--- config.mk ---
export PLATFORM = sky130hd
export DESIGN_NAME = mem_stage_sram_ctrl
export DESIGN_NICKNAME = d
export VERILOG_FILES = /design/src/rtl/mem_stage_sram_ctrl_pkg.sv /design/src/rtl/mem_stage_sram_ctrl_sram_wait_counter.sv /design/src/rtl/mem_stage_sram_ctrl.sv
export SDC_FILE = /design/constraint.sdc
export NUM_CORES = 1
export LEC_CHECK = 0
export BUFFER_PORTS_ARGS = -buffer_cell sky130_fd_sc_hd__buf_2
export CAP_MARGIN = 30
export CORE_MARGIN = 1
export CORE_UTILIZATION = 49
export DETAILED_ROUTE_END_ITERATION = 8
export PLACE_DENSITY = 0.8
export SLEW_MARGIN = 20
export SYNTH_ARGS = -nofsm -noshare
export SYNTH_HDL_FRONTEND = slang
export SYNTH_SLANG_ARGS = --single-unit
--- constraint.sdc ---
create_clock -name clk -period 2.5 [get_ports clk]
set_input_delay 0.75 -clock clk [delete_from_list [all_inputs] [get_ports clk]]
set_output_delay 0.75 -clock clk [all_outputs]
set_load 0.02 [all_outputs]
--- src/rtl/mem_stage_sram_ctrl_pkg.sv ---
// Shared definitions for the MEM-stage SRAM controller: FSM encoding and defaults.
package mem_stage_sram_ctrl_pkg;

    typedef enum logic [1:0] {
        ST_IDLE = 2'd0,
        ST_LO   = 2'd1,
        ST_HI   = 2'd2,
        ST_DONE = 2'd3
    } state_e;

    localparam int          SRAM_DQ_W           = 16;
    localparam int          CNT_W               = 4;
    localparam logic [31:0] DEFAULT_BASE_ADDR   = 32'd1024;
    localparam int          DEFAULT_WAIT_CYCLES = 2;

endpackage

--- src/rtl/mem_stage_sram_ctrl_sram_wait_counter.sv ---
// Wait-state down-counter: loaded at the start of each half access, expires at zero.
module sram_wait_counter
    import mem_stage_sram_ctrl_pkg::*;
(
    input  logic             clk,
    input  logic             rst_n,
    input  logic             load,
    input  logic [CNT_W-1:0] load_val,
    output logic             expire
);

    logic [CNT_W-1:0] cnt_q;
    logic [CNT_W-1:0] cnt_d;

    always_comb begin
        cnt_d = cnt_q;
        if (load) begin
            cnt_d = load_val;
        end else if (cnt_q != '0) begin
            cnt_d = cnt_q - 1'b1;
        end
    end

    always_ff @(posedge clk or negedge rst_n) begin
        if (!rst_n) begin
            cnt_q <= '0;
        end else begin
            cnt_q <= cnt_d;
        end
    end

    assign expire = (cnt_q == '0);

endmodule

--- src/rtl/mem_stage_sram_ctrl.sv ---
// Maps 32-bit LDR/STR word accesses onto a 16-bit SRAM as two half-word cycles
// with programmable wait states; ready stalls the pipeline while an access runs.
module mem_stage_sram_ctrl
    import mem_stage_sram_ctrl_pkg::*;
#(
    parameter logic [31:0] BASE_ADDR   = DEFAULT_BASE_ADDR,
    parameter int          SRAM_AW     = 18,
    parameter int          WAIT_CYCLES = DEFAULT_WAIT_CYCLES
) (
    input  logic                 clk,
    input  logic                 rst_n,
    input  logic                 mem_r_en,
    input  logic                 mem_w_en,
    input  logic [31:0]          addr,
    input  logic [31:0]          wdata,
    output logic [31:0]          rdata,
    output logic                 ready,
    output logic [SRAM_AW-1:0]   sram_addr,
    output logic [SRAM_DQ_W-1:0] sram_dq_out,
    output logic                 sram_dq_oe,
    input  logic [SRAM_DQ_W-1:0] sram_dq_in,
    output logic                 sram_we_n,
    output logic [1:0]           dbg_state
);

    localparam logic [CNT_W-1:0] LOAD_VAL = CNT_W'(WAIT_CYCLES - 1);

    state_e               state_q, state_d;
    logic                 op_write_q, op_write_d;
    logic [SRAM_DQ_W-1:0] wdata_hi_q, wdata_hi_d;
    logic [31:0]          rdata_q, rdata_d;
    logic [SRAM_AW-1:0]   sram_addr_q, sram_addr_d;
    logic [SRAM_DQ_W-1:0] dq_out_q, dq_out_d;
    logic                 dq_oe_q, dq_oe_d;
    logic                 we_n_q, we_n_d;

    logic        req;
    logic        cnt_load;
    logic        cnt_expire;
    logic [31:0] offset;

    assign req    = mem_r_en | mem_w_en;
    assign offset = addr - BASE_ADDR;

    sram_wait_counter u_wait_counter (
        .clk      (clk),
        .rst_n    (rst_n),
        .load     (cnt_load),
        .load_val (LOAD_VAL),
        .expire   (cnt_expire)
    );

    // Pad controls are registered from the next state, so they switch together
    // with the state and stay stable for the whole half.
    always_comb begin
        state_d     = state_q;
        op_write_d  = op_write_q;
        wdata_hi_d  = wdata_hi_q;
        rdata_d     = rdata_q;
        sram_addr_d = sram_addr_q;
        dq_out_d    = dq_out_q;
        dq_oe_d     = 1'b0;
        we_n_d      = 1'b1;
        cnt_load    = 1'b0;

        unique case (state_q)
            ST_IDLE: begin
                if (req) begin
                    state_d     = ST_LO;
                    cnt_load    = 1'b1;
                    // A simultaneous read and write request is served as a read.
                    op_write_d  = mem_w_en & ~mem_r_en;
                    wdata_hi_d  = wdata[31:16];
                    sram_addr_d = {offset[SRAM_AW:2], 1'b0};
                    dq_out_d    = wdata[15:0];
                    dq_oe_d     = op_write_d;
                    we_n_d      = ~op_write_d;
                end
            end
            ST_LO: begin
                dq_oe_d = op_write_q;
                we_n_d  = ~op_write_q;
                if (cnt_expire) begin
                    state_d        = ST_HI;
                    cnt_load       = 1'b1;
                    sram_addr_d[0] = 1'b1;
                    dq_out_d       = wdata_hi_q;
                    if (!op_write_q) begin
                        rdata_d = {rdata_q[31:16], sram_dq_in};
                    end
                end
            end
            ST_HI: begin
                dq_oe_d = op_write_q;
                we_n_d  = ~op_write_q;
                if (cnt_expire) begin
                    state_d = ST_DONE;
                    dq_oe_d = 1'b0;
                    we_n_d  = 1'b1;
                    if (!op_write_q) begin
                        rdata_d = {sram_dq_in, rdata_q[15:0]};
                    end
                end
            end
            ST_DONE: begin
                state_d = ST_IDLE;
            end
            default: begin
                state_d = ST_IDLE;
            end
        endcase
    end

    always_ff @(posedge clk or negedge rst_n) begin
        if (!rst_n) begin
            state_q     <= ST_IDLE;
            op_write_q  <= 1'b0;
            wdata_hi_q  <= '0;
            rdata_q     <= '0;
            sram_addr_q <= '0;
            dq_out_q    <= '0;
            dq_oe_q     <= 1'b0;
            we_n_q      <= 1'b1;
        end else begin
            state_q     <= state_d;
            op_write_q  <= op_write_d;
            wdata_hi_q  <= wdata_hi_d;
            rdata_q     <= rdata_d;
            sram_addr_q <= sram_addr_d;
            dq_out_q    <= dq_out_d;
            dq_oe_q     <= dq_oe_d;
            we_n_q      <= we_n_d;
        end
    end

    assign ready       = ((state_q == ST_IDLE) & ~mem_r_en & ~mem_w_en) | (state_q == ST_DONE);
    assign rdata       = rdata_q;
    assign sram_addr   = sram_addr_q;
    assign sram_dq_out = dq_out_q;
    assign sram_dq_oe  = dq_oe_q;
    assign sram_we_n   = we_n_q;
    assign dbg_state   = state_q;

endmodule

==> results by group, run 1 <==
Outcome
  • Status: finished, final reports clean

Place
  • GPL Wtd Cong: 0.797
  • DP HPWL: 6.50 mm
  • Dpl cells: roughly 600
  • Buffers on Ports: approximately 140
  • Post-Place Cell Area: 0.00489 mm2
  • Worst slack at placement: approximately 140 ps

STA
  • Max-slew violation count: 0
  • Crit share post-route: 96.9%
  • Highest Clock Rate: 0.413 GHz
  • Clock Skew: approximately 14 ps
  • TNS Setup: 0 ps
  • Worst-Margin Slew: 664 ps
  • Period minus WS final: ~2400 ps
  • Hold_ws: around 380 ps
  • RSZ-0062 raised after global routing: no
  • Worst Slack Setup Final: 78.4 ps
  • Final Setup Violations: 0
  • Slew headroom: 55.7%
  • Final Hold Fails: 0

Power and ir drop
  • Power share of the clock group: 15.0%
  • Lkg Pwr: 2.71 nW
  • Sw frac: a little over two fifths
  • Sequential share of power: a little under two fifths
  • Internal: between 3 and 4 mW
  • P_sw: 2.78 mW
  • Pwr/cell area: between 1000 and 1500 mW/mm2
  • VDD IR-drop max: ~0.6 mV
  • Fraction of power consumed by combinational cells: around 48%
  • Total Power: 6.66 mW

Floorplanning
  • Die H: around 93 um
  • Die area: between 0.008 and 0.009 mm2
  • Initial core utilization: between 50% and 60%
  • IO Pins: between 150 and 200
  • CORE AREA: between 0.007 and 0.008 mm2
  • Rows: 32
  • Die X: slightly above 90 um

Synth
  • Syn_nets: 465
  • Yosys top cell area share: a little under three fifths
  • Yosys Warn Count: 0
  • Synth cell count leaders: 90 x dfrtp_1, 78 x nand2_1, 17 x and3_1, 17 x mux2_2
  • Predominant post-synthesis flop cell: dfrtp_1
  • Number of synthesized register bits: 91
  • Register area share after synthesis: between 50 and 60%
  • Distinct cells, synth: 39
  • Most frequent cell after synthesis: dfrtp_1
  • Synth top area cells: dfrtp_1 56%, nand2_1 7.2%, mux2_2 4.7%
  • Mapped Cells: between 300 and 400
  • Synth area leader: dfrtp_1
  • Synth async-reset ratio: 100%
  • Post-synth EDFFs: 0
  • Synthesized cell area: ~0.0040 mm2
  • Synth Area per Inst: approximately 11 um2

Drt
  • DR vias: ~3.3k
  • WL/cell: about 15 um
  • Drt drc: 0
  • Routed Antenna Nets: 0
  • Drt total wl: 9.20 mm
  • Vias/cell: 5.33
  • Drt first-iter violations: 134
  • Pre-antenna DRT Iters: 5

Critical path
  • Type of origin of the critical path: flop
  • Critical path depth: 5
  • Crit path DAT: 1670 ps
  • Critical Path Sink: ready
  • Crit path cell chain: inv_2, ha_1, or3b_4, nand2b_1, buf_4
  • Worst r2r dst: rdata[27]$_DFFE_PN0P_
  • Top delay family on crit path: simple AND/OR/NAND/NOR gates
  • Slowest stage delay, CP: approximately 400 ps
  • Critical path peak fanout: 5
  • Critical path required time: approximately 1800 ps
  • Slowest CP cell: dfrtp_1
  • Worst R2R Setup Slack: 260 ps
  • Crit. End Element: output pin
  • Setup crit start: dbg_state[0]$_DFFE_PN0P_
  • WS Path Type: flop to output pin
  • Worst r2r path cells: 5
  • R2R Path Start: u_wait_counter.cnt_q[0]$_DFFE_PN0P_
  • Buf/Inv on CP: 2

Global routing
  • GRT Util Overall: 21.9%
  • Antenna violations before repair: 0
  • Vias in the first global route: about 3.2k
  • Remaining global-route overflow: 0
  • Pin count of the biggest net entering global routing: a little over 50
  • First-pass GRT wire length: 14.8 mm

Layout
  • Share of cells above drive strength 1: between 40% and 50%
  • Nets: approximately 610
  • Fin cells: approximately 620
  • Fill cells: between 600 and 700
  • Ant. Diodes: 0
  • Finished Cell Area: just over 0.005 mm2
  • Area grow syn2layout: 26.5%
  • Final core utilization: roughly 65%

Clocking
  • Clk sinks: roughly 90
  • Clock Tree Buf Depth: 2
  • Root buffer cell: clkbuf_8
  • Clk slew on worst S/H paths: 100 ps
  • CTS tree: done
  • Number of buffers created by CTS: 9
  • H-Tree Depth: 3
  • Clock Latency Late Sink: 340 ps

Worst hold path
  • Min-Delay Path Class: primary input to asynchronous set/reset pin

Run
  • # Max-Cap Violations: 0
[power groups by stage]
stage	Clock (mW)	Combinational (mW)	Sequential (mW)
finish	1.00	3.17	2.49
global route	1.09	3.46	2.57
CTS	1.02	3.18	2.49
detailed placement	0	3.14	2.52
global placement	0	3.04	2.50
floorplan	0	1.49	3.09
[kinds of logic after synthesis]
group / count (synthesis) / share of synthesized area (%)
AND/OR/NAND/NOR: 160 / 20.0
adder cells (fa/ha/maj): 9 / 2.79
buffers and inverters: 30 / 3.07
XOR/XNOR: 3 / 0.650
AO/OA/AOI/OAI: 61 / 12.1
flip-flops: 91 / 56.4
multiplexers: 18 / 4.99
[how the worst min path moves through the flow]
stage / start / to / slack, ps / cells after the start
2_1_floorplan: rst_n / dbg_state[0]$_DFFE_PN0P_ / 450 / 0
3_5_place_dp: sram_addr[2]$_DFFE_PN0P_ / sram_addr[2]$_DFFE_PN0P_ / 460 / 2
3_3_place_gp: sram_addr[8]$_DFFE_PN0P_ / sram_addr[8]$_DFFE_PN0P_ / 450 / 2
4_1_cts: rst_n / rdata[22]$_DFFE_PN0P_ / 400 / 1
6_report: rst_n / rdata[21]$_DFFE_PN0P_ / 380 / 1
5_1_grt: rst_n / rdata[22]$_DFFE_PN0P_ / 410 / 1
[cell type report]
cell class	instances	area, um2	area share (%)
Tap cell	102	128	2.50
Clock inverter	5	61.3	1.20
Multi-Input combinational cell	251	1640	32.1
Sequential cell	91	2280	44.6
Clock buffer	11	141	2.77
Timing Repair Buffer	153	831	16.3
Inverter	8	30.0	0.588
[cells in the final DEF, fill, tap and decap left out, types with 6 or more instances in the layout]
cell type,n
buf_2,137
dfrtp_1,90
nand2_1,78
and3_1,17
mux2_2,17
a221o_1,16
nand4_1,16
a21bo_2,16
nor2b_1,16
buf_4,14
nor2_1,11
o21ai_0,10
clkbuf_8,10
ha_1,9
inv_1,7
a31oi_1,6
a21oi_1,6
[metal layers]
layer	share of wire, %	wire (um)	global-route usage, %	vias to the layer above
li1	-	-	-	1579
met3	5.4	496	4.60	12
met1	44	4010	28.0	1610
met4	1.7	160	8.72	0
met5	0	0	0	-
met2	49	4540	36.3	111
[worst reg2reg max path, stage by stage (launching register included)]
cell and delay [ps]:
dfrtp_1 400, inv_1 120, ha_1 230, nor4b_4 510, nand2_1 510, a21bo_2 360
[registers in the layout (all words and copies together) (netlist names)]
signal / cells
sram_addr: 18
wdata_hi_q: 16
rdata: 32
sram_dq_oe: 1
u_wait_counter.cnt_q: 4
sram_we_n: 1
op_write_q: 1
sram_dq_out: 16
dbg_state: 2
[what timing repair did]
action                     in CTS  in global routing
setup endpoints to repair       1                  1
gates resized for setup         1                  1
buffers inserted                2                  0
hold buffers                    0                  0
cloned                          0                  0
Power figures use the tool's default switching activity.
==> run 2, diff against run 1 <==
Clock period 2.5 ns to 2.3 ns, I/O delays scaled along.
==> run 2 against run 1 <==
Total power rose by 11%. Largest power group unchanged. Combinational power rose by 11%. First-iteration DRC count fell by 9.0%. Sequential cell count did not move.
==> results by group, run 2 (same netlist as run 1, synthesis figures left out) <==
STA
  • Max-slew violation count: 0 (unchanged)
  • Highest Clock Rate: 0.443 GHz
  • Final Hold Fails: 0 (unchanged)
  • Period minus WS final: roughly 2300 ps
  • Worst-Margin Slew: 661 ps (-3.62 ps)
  • TNS Setup: 0 ps (unchanged)
  • Slew headroom: 55.9% (+0.24 points)
  • Final Setup Violations: 0 (unchanged)
  • Crit share post-route: between 90% and 100%
  • RSZ-0062 raised after global routing: yes
  • Clock Skew: 18.7 ps (+4.30 ps)

Critical path
  • Critical path required time: 1610 ps (-140 ps)
  • Type of origin of the critical path: flop
  • Top delay family on crit path: simple AND/OR/NAND/NOR gates
  • Crit path cell chain: inv_2, ha_4, or3b_4, nand2b_1, buf_6
  • Critical Path Sink: ready
  • Buf/Inv on CP: 2 (unchanged)
  • Critical path depth: 5 (unchanged)
  • Setup crit start: dbg_state[0]$_DFFE_PN0P_
  • Worst r2r path cells: 6 (+1)
  • Crit path DAT: 1560 ps (-110 ps)
  • Worst R2R Setup Slack: 250 ps (about the same)
  • R2R Path Start: dbg_state[0]$_DFFE_PN0P_
  • Crit. End Element: output pin
  • Slowest CP cell: dfrtp_1
  • Worst r2r dst: sram_dq_out[6]$_DFFE_PN0P_
  • Slowest stage delay, CP: 400 ps (about the same)
  • WS Path Type: flop to output pin
  • Critical path peak fanout: 2 (-3)

Clocking
  • Number of buffers created by CTS: 9 (unchanged)
  • Clk slew on worst S/H paths: 90 ps (about the same)
  • H-Tree Depth: 3 (unchanged)
  • Root buffer cell: clkbuf_8
  • Clock Latency Late Sink: 350 ps (about the same)
  • Clock Tree Buf Depth: 2 (unchanged)
  • CTS tree: done
  • Post-CTS Hold Buffers: 0 (unchanged)
  • Clk sinks: 91 (unchanged)

Drt
  • Drt drc: 0 (unchanged)
  • Met3 wire len: 543 um (+9.5%)
  • Vias/cell: 5.35 (+0.28%)
  • WL/cell: 15.3 um (+3.5%)
  • Drt first-iter violations: 122 (-9.0%)
  • Pre-antenna DRT Iters: 6 (+1)
  • Top sig layer: met4
  • DR vias: 3348 (+1.1%)
  • Met1 Wirelength: 4.24 mm (+5.9%)
  • Routed Antenna Nets: 0 (unchanged)
  • Drt total wl: 9.60 mm (+4.3%)
  • DR WL met2: 4.69 mm (+3.4%)

Layout
  • Share of cells above drive strength 1: 42.0% (+1.1 points)
  • Nets: 614 (+1.2%)
  • Ant. Diodes: 0 (unchanged)
  • Fill cells: 645 (-2.4%)
  • Most common cell after layout, fill and taps aside: buf_2
  • Max reg flops: 32 (unchanged)
  • Area grow syn2layout: 28.1%
  • Most frequent cells in the layout: 137 x buf_2, 90 x dfrtp_1, 78 x nand2_1, 21 x buf_4

Floorplanning
  • Die X: 92.8 um (unchanged)
  • Die H: 92.8 um (unchanged)
  • CORE AREA: 0.00785 mm2 (unchanged)
  • Rows: 32 (unchanged)
  • Die area: 0.00861 mm2 (unchanged)
  • Initial core utilization: 51.5% (unchanged)
  • IO Pins: 155 (unchanged)

Power and ir drop
  • Pwr/cell area: 1430 mW/mm2 (+9.8%)
  • Lkg Pwr: 2.76 nW (+1.7%)
  • VDD IR-drop max: 0.697 mV (+18%)
  • Total Power: 7.41 mW (+11%)

Place
  • Buffers on Ports: 139 (unchanged)
  • GPL Wtd Cong: 0.777 (-2.5%)
  • DP HPWL: 6.73 mm (+3.6%)

Run
  • # Max-Cap Violations: 0 (unchanged)

Global routing
  • GRT Util Overall: 22.9% (+1.0 points)
  • Pin count of the biggest net entering global routing: 35 (-31%)
  • Vias in the first global route: 3225 (+0.88%)
  • Antenna violations before repair: 0 (unchanged)
  • First-pass GRT wire length: 15.5 mm (+4.9%)
  • Remaining global-route overflow: 0 (unchanged)

Outcome
  • Status: finished, final reports clean

Worst hold path
  • Min-Delay Path Class: primary input to asynchronous set/reset pin
run 2: changes by cell type in the layout (fill, tap and decap cells not counted), sizes merged:
cell and change:
clkinvlp -3, clkinv +1, clkbuf -1, bufinv +1
buf +7
run 2: layer usage:
layer  GRT usage [%]  vias up
met4            7.69        0
met5               0        -
met1            29.7     1636
met3            4.68       10
li1                -     1591
met2            38.3      111
run 2: how the worst min path moves through the flow:
stage | to | slack, ps | startpoint
floorplan | dbg_state[0]$_DFFE_PN0P_ | 390 | rst_n
global placement | sram_addr[3]$_DFFE_PN0P_ | 460 | sram_addr[3]$_DFFE_PN0P_
detailed placement | sram_addr[8]$_DFFE_PN0P_ | 460 | sram_addr[8]$_DFFE_PN0P_
CTS | rdata[5]$_DFFE_PN0P_ | 270 | rst_n
global route | rdata[5]$_DFFE_PN0P_ | 290 | rst_n
finish | rdata[5]$_DFFE_PN0P_ | 270 | rst_n
run 2: repair_timing:
item,in CTS,in global routing
pin swaps,0,0
gates resized for setup,5,1
cloned,0,0
setup endpoints to repair,1,1
buffers inserted,5,0
run 2: where the power goes:
group          switching (mW)  internal [mW]  total (mW)
registers               0.398           2.32        2.72
clock network           0.535          0.633        1.17
logic                    2.11           1.41        3.52
total                    3.04           4.36        7.41
run 2: through the flow:
step	utilization, %	instances	hold slack [ps]	instance area (um2)	setup slack, ps
floorplan	-	372	394	4040	156
global placement	62.5	607	455	4910	100
detailed placement	62.5	607	463	4910	93.4
CTS	65.8	626	271	5170	15.6
global route	66.0	626	286	5180	-0.866
finish	66.0	626	270	5180	45.2
run 2: layout make-up:
type	instances	area [um2]	area share [%]
clock inverter	4	73.8	1.43
sequential	91	2280	44.0
timing repair buffer	160	875	16.9
inverter	8	30.0	0.580
multi-input combinational	251	1650	32.0
clock buffer	10	138	2.66
tap	102	128	2.47
